## config.mk

```make
export PLATFORM = sky130hd
export DESIGN_NAME = instr_fetch_seq
export DESIGN_NICKNAME = d
export VERILOG_FILES = /design/src/rtl/instr_fetch_seq.sv
export SDC_FILE = /design/constraint.sdc
export NUM_CORES = 1
export LEC_CHECK = 0
export BUFFER_PORTS_ARGS = -buffer_cell sky130_fd_sc_hd__buf_2
export CAP_MARGIN = 20
export CORE_ASPECT_RATIO = 0.9
export CORE_MARGIN = 5
export CORE_UTILIZATION = 43
export DETAILED_ROUTE_END_ITERATION = 7
export GPL_ROUTABILITY_DRIVEN = 0
export PLACE_DENSITY_LB_ADDON = 0.05
export SLEW_MARGIN = 10
export SYNTH_ARGS = -nofsm -noshare
export SYNTH_HDL_FRONTEND = slang
export SYNTH_SLANG_ARGS = --single-unit
```

## constraint.sdc

```tcl
create_clock -name clk -period 1.5 [get_ports clk]
set_input_delay 0.15 -clock clk [delete_from_list [all_inputs] [get_ports clk]]
set_output_delay 0.15 -clock clk [all_outputs]
set_load 0.01 [all_outputs]
```

## src/rtl/instr_fetch_seq.sv

```systemverilog
// Instruction fetch/sequencing stage for the 4-bit-opcode accumulator CPU.
// Owns PC and IR, fetches over a req/ack handshake, and strobes exec_en
// once per instruction so downstream side effects happen exactly once.
module instr_fetch_seq #(
    parameter int ADDR_W  = 8,
    parameter int INSTR_W = 16
) (
    input  logic               clk,
    input  logic               rst,
    output logic               imem_req,
    output logic [ADDR_W-1:0]  imem_addr,
    input  logic               imem_ack,
    input  logic [INSTR_W-1:0] imem_rdata,
    output logic [3:0]         opcode,
    output logic [INSTR_W-5:0] operand,
    input  logic               pc_src,
    input  logic               jmp_uncond,
    input  logic               dmem_busy,
    output logic               exec_en,
    output logic [ADDR_W-1:0]  pc,
    output logic               halted
);

    typedef enum logic [1:0] {
        S_FETCH  = 2'd0,
        S_DECODE = 2'd1,
        S_EXEC   = 2'd2,
        S_HALT   = 2'd3
    } state_t;

    state_t             state_q;
    logic [ADDR_W-1:0]  pc_q;
    logic [ADDR_W-1:0]  pc_d;
    logic [INSTR_W-1:0] ir_q;
    logic               halted_q;
    logic               req_q;
    logic               fire;

    // An instruction retires in the EXEC cycle where data side is ready.
    assign fire = (state_q == S_EXEC) && !dmem_busy;

    // Next PC: jump target (low operand bits), hold on illegal opcode, else +1 with wrap.
    always_comb begin
        pc_d = pc_q;
        if (fire) begin
            if (jmp_uncond)
                pc_d = ir_q[ADDR_W-1:0];
            else if (!pc_src)
                pc_d = pc_q + ADDR_W'(1);
        end
    end

    // Sequencer FSM: FETCH -> DECODE -> EXEC -> FETCH, or into HALT on an illegal opcode.
    always_ff @(posedge clk or posedge rst) begin
        if (rst) begin
            state_q  <= S_FETCH;
            pc_q     <= '0;
            ir_q     <= '0;
            halted_q <= 1'b0;
            req_q    <= 1'b0;
        end else begin
            pc_q <= pc_d;
            case (state_q)
                S_FETCH: begin
                    // ack is honoured even in the partial cycle right after reset release
                    if (imem_ack) begin
                        ir_q    <= imem_rdata;
                        req_q   <= 1'b0;
                        state_q <= S_DECODE;
                    end else begin
                        req_q   <= 1'b1;
                    end
                end
                S_DECODE: begin
                    state_q <= S_EXEC;
                end
                S_EXEC: begin
                    if (!dmem_busy) begin
                        if (!jmp_uncond && pc_src) begin
                            halted_q <= 1'b1;
                            req_q    <= 1'b0;
                            state_q  <= S_HALT;
                        end else begin
                            req_q    <= 1'b1;
                            state_q  <= S_FETCH;
                        end
                    end
                end
                default: begin
                    req_q <= 1'b0;
                end
            endcase
        end
    end

    // exec_en follows dmem_busy in the same cycle; async reset forces state out of EXEC.
    assign exec_en   = fire;
    assign imem_req  = req_q;
    assign imem_addr = pc_q;
    assign pc        = pc_q;
    assign halted    = halted_q;
    assign opcode    = ir_q[INSTR_W-1:INSTR_W-4];
    assign operand   = ir_q[INSTR_W-5:0];

endmodule

```

==> metrics.yaml, run 1 <==
fill_cells: 280
max_stage_delay_ps: 430
rows: 19
synth_area_um2: 1410
timing_hold_violations_final: 0
finalWorstSetupSlack_ps: -22.9
cts_buffers: 3
multi_input_area_um2: 654
dp.cells: 221
clkSinkCount: 28
start_kind: "flip-flop"
syn_nets: 155
synth_area_leaders: "dfrtp_1 (50%), mux2_2 (14%), a21oi_1 (4.6%)"
clkTransAtPathRegs_ps: 150
met3_length_um: 258
wl_met1_um: 1350
instances_no_fill: 233
area_delta_synth_final_pct: 33.2
gr-total-overflow: 0
period_needed_ps: 1520
first_global_vias: 1183
cp_max_fo: 4
status: "complete, but fails checks"
top_layer: "met4"
drc: 0
power.total_uw: 3470
cp-end-kind: "flip-flop"
cp_data_arrival_time_ps: 1730
synth-seq-area-share_pct: 49.9
max-slew-margin-rel_pct: 74.3
slowest_stage: "dfrtp_1"
num_io_pins: 57
utilization_pct: 60.6
place_hpwl_um: 2480
tritoncts: "yes"
cts_root_buffer: "clkbuf_4"
coreArea_um2: 3090
setup-tns-final_ps: -22.9
grt_first_pass_wirelength_um: 5470
totalWireLength_um: 3310
hp-class: "in -> reg"
die_h_um: 64.2
ff_latch_area_um2: 701
p_leak_uw: 0.000951
syn_avg_cell_area_um2: 11.0
cp_num_buf_inv: 1
insertion_delay_ps: 330
antenna_found_initial: 0
synthCells: 128
ys_ff_latch: 28
initial_core_util_pct: 45.5
synth_largest_area_cell: "dfrtp_1"
vias: 1204
drv_slew: 0
max-cap-violations: 0
yosys_warnings: 0
vias_per_cell: 5.17
cp_top_family: "compound AO/OA/AOI/OAI gates"
worstPathCellList: "buf_4, ha_1, a211o_1, a211oi_2, a21oi_1"
nets: 220
h-tree-depth: 1
clock_skew_ps: 16.9
rsz0062_at_grt: "true"
synth_top_area_share_pct: 49.9
firstDrtPassIters: 4
antenna_cells: 0
critPathRequiredTime_ps: 1710
first_iter_violations: 63
setup_violations: 1
tightest_slew_ps: 385
timing.final.crit_share_pct: 102
synth_cell_types: 27
wl_met2_um: 1650
critPathKind: "reg -> reg"
clk_path_buf_depth: 2
max_freq_mhz: 657
final_antenna_net_count: 0
avgRoutedWirePerCell_um: 14.2
grt_max_degree: 29
ir_worst_vdd_uv: 1240
power.density_nw_per_um2: 1850
die-area_um2: 4510
grtUsageTotal_pct: 15.0
port_buffers: 56
violations: "negative setup slack"
drive_above_1_share_pct: 52.4
die_w_um: 70.3
==> flip-flops by register name, indices dropped and copies added, names as in the netlist <==
signal,count
imem_req,1
state_q,2
halted,1
ir_q,16
imem_addr,8
==> cells in the mapped netlist <==
cell type  number
nand4_1         4
a41o_1          1
ha_1            5
mux2_2         17
buf_2           2
o22ai_1         4
nand4b_1        1
inv_1           4
o21ai_0         4
dfrtp_1        28
and3_1          1
a21oi_1        13
and4_1          1
nor2b_1         3
a211oi_1        1
nor2_1         11
buf_4           8
nor3_1          1
a22oi_1         1
mux2i_1         2
a211o_1         1
nand2b_4        1
clkbuf_2        1
nand2_1         7
a21o_1          4
and3b_1         1
inv_2           1
==> routing by layer <==
| layer | track usage (%) | vias to the layer above |
|---|---|---|
| met3 | 5.64 | 6 |
| met1 | 18.0 | 580 |
| met4 | 3.59 | 0 |
| li1 | - | 574 |
| met5 | 0 | - |
| met2 | 25.5 | 44 |
==> timing repair <==
| item | CTS | global route |
|---|---|---|
| setup endpoints to repair | 3 | 4 |
| buffers inserted | 3 | 5 |
| gates resized for setup | 11 | 5 |
| hold buffers | 1 | 0 |
| pin swaps | 3 | 3 |
| hold endpoints to repair | 28 | 0 |
==> path summary, 6_finish.rpt <==
check | start | to | slack [ps] | cells past startpoint
worst max-delay path | state_q[0] | state_q[0] | -20 | 5
worst min register to register | halted | halted | 490 | 1
min in group asynchronous | rst | ir_q[0] | 410 | 4
max in group asynchronous | rst | ir_q[4] | 810 | 4
worst min-delay path | imem_rdata[6] | ir_q[6] | 30 | 2
worst max register to register | state_q[0] | state_q[0] | -20 | 5
==> area by class of cell <==
type                            count  area share (%)
Clock buffer                        3            1.20
Inverter                            5            1.27
Multi-Input combinational cell     84            35.0
Sequential cell                    28            37.4
Tap cell                           42            2.81
Timing Repair Buffer               71            22.3
==> where the power goes <==
part / switching, uW / internal, uW / total [uW] / leakage (uW)
logic: 854 / 922 / 1780 / 0.000603
clock network: 212 / 94.2 / 306 / 0.0000138
registers: 282 / 1100 / 1380 / 0.000334
total: 1350 / 2120 / 3470 / 0.000951
==> cell families (layout without fill, tap and decap cells) <==
logic type | after synthesis | in the layout | synth area share (%)
AO/OA/AOI/OAI | 29 | 29 | 12.4
adder cells (fa/ha/maj) | 5 | 5 | 4.45
buffers and inverters | 16 | 79 | 6.68
flip-flops | 28 | 28 | 49.9
multiplexers | 19 | 19 | 15.0
AND/OR/NAND/NOR | 31 | 31 | 11.6
==> layout by cell type (no fill, tap or decap), types with 2 or more instances in the layout <==
cell      instances
o22ai_1           4
a21oi_1          12
inv_2             2
nand4_1           4
mux2_2           17
mux2i_1           2
buf_4            12
dfrtp_1          28
ha_1              3
nor2b_1           2
buf_6             2
clkbuf_4          3
a21o_1            4
nand2_1           7
inv_1             2
buf_2            55
o21ai_0           3
ha_4              2
nor2_1           10
==> per-stage QoR <==
stage	worst slack, ps	cell area, um^2	hold slack (ps)
2_1_floorplan	3.44	1410	215
3_3_place_gp	53.4	1720	230
3_5_place_dp	-110	1720	246
4_1_cts	-1.78	1820	34.6
5_1_grt	-113	1870	10.5
6_report	-22.9	1870	33.5
(Power assumes the default switching activity.)
==> inputs of run 2 (changes only) <==
==> constraint.sdc (replaced) <==
create_clock -name clk -period 1.5 [get_ports clk]
set_input_delay 0.3 -clock clk [delete_from_list [all_inputs] [get_ports clk]]
set_output_delay 0.3 -clock clk [all_outputs]
set_load 0.01 [all_outputs]
==> metrics.yaml, run 2 (synthesized netlist as in run 1, its figures left out) <==
first_iter_violations: 75
place_hpwl_um: 2550
top_register: "ir_q"
largest_reg_flops: 16
grt_max_degree: 17
vias_per_cell: 5.14
port_buffers: 56
first_global_vias: 1187
cts_root_buffer: "clkbuf_4"
mostFrequentLayoutCell: "buf_2"
gr-total-overflow: 0
max_freq_mhz: 651
drive_above_1_share_pct: 50.5
h-tree-depth: 1
clkSinkCount: 28
clk_path_buf_depth: 2
period_needed_ps: 1540
critPathRequiredTime_ps: 1200
max-slew-margin-rel_pct: 73.3
firstDrtPassIters: 4
rsz0062_at_grt: "true"
coreArea_um2: 3090
regToRegStartpoint: "state_q[0]"
drv_slew: 0
clock_skew_ps: 2.56
tightest_slew_ps: 400
p_leak_uw: 0.000950
avgRoutedWirePerCell_um: 14.3
start_kind: "flip-flop"
cp_data_arrival_time_ps: 1240
hp-class: "in -> reg"
final_antenna_net_count: 0
clkTransAtPathRegs_ps: 150
cts_buffers: 3
drc: 0
grtUsageTotal_pct: 14.9
area_delta_synth_final_pct: 32.5
vias: 1192
grt_first_pass_wirelength_um: 5470
rr_worst_depth: 8
ir_worst_vdd_uv: 1010
startpoint: "state_q[0]"
die_w_um: 70.3
nets: 218
setup_violations: 2
instances_no_fill: 232
initial_core_util_pct: 45.5
die-area_um2: 4510
insertion_delay_ps: 320
antenna_cells: 0
timing_hold_violations_final: 0
die_h_um: 64.2
endpoint: "exec_en"
status: "complete, but fails checks"
timing.final.crit_share_pct: 102
rows: 19
num_io_pins: 57
antenna_found_initial: 0
most-common-layout-cells: "buf_2 (55), dfrtp_1 (28), mux2_2 (17), a21oi_1 (13), buf_4 (11)"
totalWireLength_um: 3330
regToRegSetupSlack_ps: -30
power.density_nw_per_um2: 1900
cp_max_fo: 3
max-cap-violations: 0
utilization_pct: 60.2
dp.cells: 223
dpl_worst_slack_ps: -47.2
finalWorstSetupSlack_ps: -35.7
cp-end-kind: "primary output"
tritoncts: "yes"
crit-reg2reg-capture: "imem_addr[5]"
violations: "negative setup slack"
critPathKind: "reg -> out"
## run 2: cell types whose count changed in the layout (fill, tap and decap cells not counted), sizes merged
cell    delta
buf        -2
bufinv     +1
## run 2: timing repair
item                                   CTS  global route
hold buffers                             1             0
resized for setup                        7             3
pin swaps                                4             1
endpoints found under the hold margin    9             0
setup endpoints to repair                4             5
setup buffers                            4             0
## run 2: critical path: stages (launching register included)
cell	delay, ps
dfrtp_1	450
inv_2	100
ha_4	150
nand2b_4	70
inv_6	50
buf_6	90
## run 2: how the worst min path moves through the flow
stage | from | to | slack [ps] | cells past startpoint
finish | imem_rdata[6] | ir_q[6] | 190 | 2
floorplan | rst | halted | 370 | 1
CTS | imem_rdata[6] | ir_q[6] | 170 | 2
detailed placement | rst | ir_q[14] | 310 | 2
global placement | rst | ir_q[13] | 300 | 2
global route | imem_rdata[8] | ir_q[8] | 150 | 2
## run 2: stage by stage
| step | TNS (ps) | area [um^2] | power [uW] | hold WS (ps) |
|---|---|---|---|---|
| final | -67.0 | 1860 | 3540 | 190 |
| after global routing | -223 | 1860 | 3810 | 147 |
| after CTS | -49.8 | 1860 | 3560 | 171 |
| after detailed placement | -67.0 | 1740 | 2980 | 310 |
| after global placement | 0 | 1740 | 2920 | 297 |
| after floorplan | 0 | 1410 | 2400 | 365 |
## run 2: report_power, final
part | internal, uW | switching, uW
clock network | 270 | 222
logic | 842 | 822
registers | 1100 | 287
## run 2: layer usage
| metal | wire [um] | GRT usage (%) | part of all wire, % | vias up |
|---|---|---|---|---|
| met4 | 23 | 4.07 | 0.69 | 0 |
| met5 | 0 | 0 | 0 | - |
| li1 | - | - | - | 577 |
| met3 | 223 | 3.76 | 6.7 | 4 |
| met1 | 1400 | 18.1 | 42 | 571 |
| met2 | 1680 | 26.2 | 50 | 40 |
## run 2: final cells by class
class                      instances  area [um^2]
clock inverter                     1         30.0
multi-input combinational         84          633
fill                             278         1230
inverter                           5         23.8
clock buffer                       3         22.5
sequential                        28          701
timing repair buffer              69          399
tap                               42         52.6
==> inputs of run 3 (changes only) <==
--- a/config.mk
+++ b/config.mk
@@ -5,14 +5,14 @@
 export SDC_FILE = /design/constraint.sdc
 export NUM_CORES = 1
 export LEC_CHECK = 0
-export BUFFER_PORTS_ARGS = -buffer_cell sky130_fd_sc_hd__buf_2
+export BUFFER_PORTS_ARGS = -buffer_cell sky130_fd_sc_hd__buf_4
 export CAP_MARGIN = 20
 export CORE_ASPECT_RATIO = 0.9
 export CORE_MARGIN = 5
 export CORE_UTILIZATION = 43
 export DETAILED_ROUTE_END_ITERATION = 7
 export GPL_ROUTABILITY_DRIVEN = 0
-export PLACE_DENSITY_LB_ADDON = 0.05
+export PLACE_DENSITY = 0.78
 export SLEW_MARGIN = 10
 export SYNTH_ARGS = -nofsm -noshare
 export SYNTH_HDL_FRONTEND = slang
==> metrics.yaml, run 3 (synthesized netlist as in run 1, its figures left out) <==
status: "complete, but fails checks"
violations: "negative setup slack"
cp_data_arrival_time_ps: 1230
cts_hold_buf: 0
nets: 219
antenna_cells: 0
stdcell_area_um2: 1980
power.density_nw_per_um2: 1870
port_buffers: 56
totalWireLength_um: 3570
num_io_pins: 57
clkTransAtPathRegs_ps: 140
drc: 0
final_antenna_net_count: 0
cts_root_buffer: "clkbuf_4"
met1_usage_pct: 20.5
gr-total-overflow: 0
drive_above_1_share_pct: 53.2
insertion_delay_ps: 320
period_needed_ps: 1530
max_freq_mhz: 655
grtUsageTotal_pct: 16.6
timing.final.crit_share_pct: 102
clkSinkCount: 28
setup_violations: 3
whs_ps: 19.9
die_w_um: 70.3
h-tree-depth: 1
dpl_worst_slack_ps: -15.8
vias_per_cell: 5.28
dp.cells: 223
critPathRequiredTime_ps: 1200
ir_worst_vdd_uv: 1120
die_h_um: 64.2
largest_reg_flops: 16
start_kind: "flip-flop"
timing_hold_violations_final: 0
p_leak_uw: 0.000983
area_delta_synth_final_pct: 40.6
critPathKind: "reg -> out"
placed_area_um2: 1880
cp-end-kind: "primary output"
grt_first_pass_wirelength_um: 6040
finalWorstSetupSlack_ps: -27.7
place_hpwl_um: 2660
top_register: "ir_q"
utilization_pct: 63.9
mostFrequentLayoutCell: "buf_4"
cp_max_fo: 3
drv_slew: 0
clock_skew_ps: 6.78
rsz0062_at_grt: "true"
antenna_found_initial: 0
cts_buffers: 3
rows: 19
tightest_slew_ps: 340
fill_cells: 256
clk_path_buf_depth: 2
use_met2_pct: 28.9
first_global_vias: 1270
die-area_um2: 4510
coreArea_um2: 3090
vias: 1224
tritoncts: "yes"
initial_core_util_pct: 45.5
avgRoutedWirePerCell_um: 15.4
grt_max_degree: 29
use_met3_pct: 3.92
max-slew-margin-rel_pct: 77.3
first_iter_violations: 183
instances_no_fill: 232
firstDrtPassIters: 4
max-cap-violations: 0
grt.busiest_layer: "met2"
most-common-layout-cells: "buf_4 (68), dfrtp_1 (25), mux2_2 (17), a21oi_1 (13), nor2_1 (11)"
hp-class: "in -> async"
run 3: changes by cell type in the layout (fill, tap and decap cells not counted), sizes merged:
cell,previous run,this run
dlygate4sd3,1,0
buf,68,70
bufinv,1,0
run 3: final cells by class:
| cell class | count | area, um^2 | share of cell area (%) |
|---|---|---|---|
| multi-input combinational | 84 | 633 | 32.0 |
| clock buffer | 3 | 22.5 | 1.14 |
| sequential | 28 | 704 | 35.7 |
| tap | 42 | 52.6 | 2.66 |
| inverter | 5 | 21.3 | 1.08 |
| timing repair buffer | 70 | 542 | 27.4 |
run 3: metrics by stage:
| step | power, uW | TNS, ps |
|---|---|---|
| 2_1_floorplan | 2400 | 0 |
| 3_3_place_gp | 3160 | 0 |
| 3_5_place_dp | 3270 | -26.9 |
| 4_1_cts | 3660 | -20.6 |
| 5_1_grt | 3990 | -293 |
| 6_report | 3690 | -49.3 |
run 3: critical path, cell delays in order (launching register included):
cell and delay, ps:
dfrtp_1 420, inv_2 100, ha_4 160, nand2b_4 70, inv_4 60, buf_6 90
run 3: metal layers:
layer	vias up	wire length, um
met5	-	0
met4	0	48
met3	9	315
met2	70	1760
met1	569	1450
li1	576	-
run 3: power breakdown:
part	leakage, uW	switching [uW]	total [uW]	internal, uW
Combinational	0.000638	854	1960	1110
Clock	0.0000138	201	296	94.1
Sequential	0.000331	324	1440	1110
run 3: path summary, 6_finish.rpt:
kind,startpoint,endpoint,slack (ps),depth (start not counted)
min,rst,imem_addr[3],20,3
max in group asynchronous,rst,state_q[1],1210,3
min in group clk,imem_rdata[8],ir_q[8],200,2
max,state_q[0],exec_en,-30,5
max reg2reg,state_q[1],imem_addr[5],-20,7
min reg2reg,halted,halted,480,1
run 3: repair_timing:
item                                    in CTS  in global routing
endpoints found under the setup margin       3                  5
cloned                                       0                  0
pin swaps                                    1                  2
setup buffers                                4                  2
gates resized for setup                      8                  5
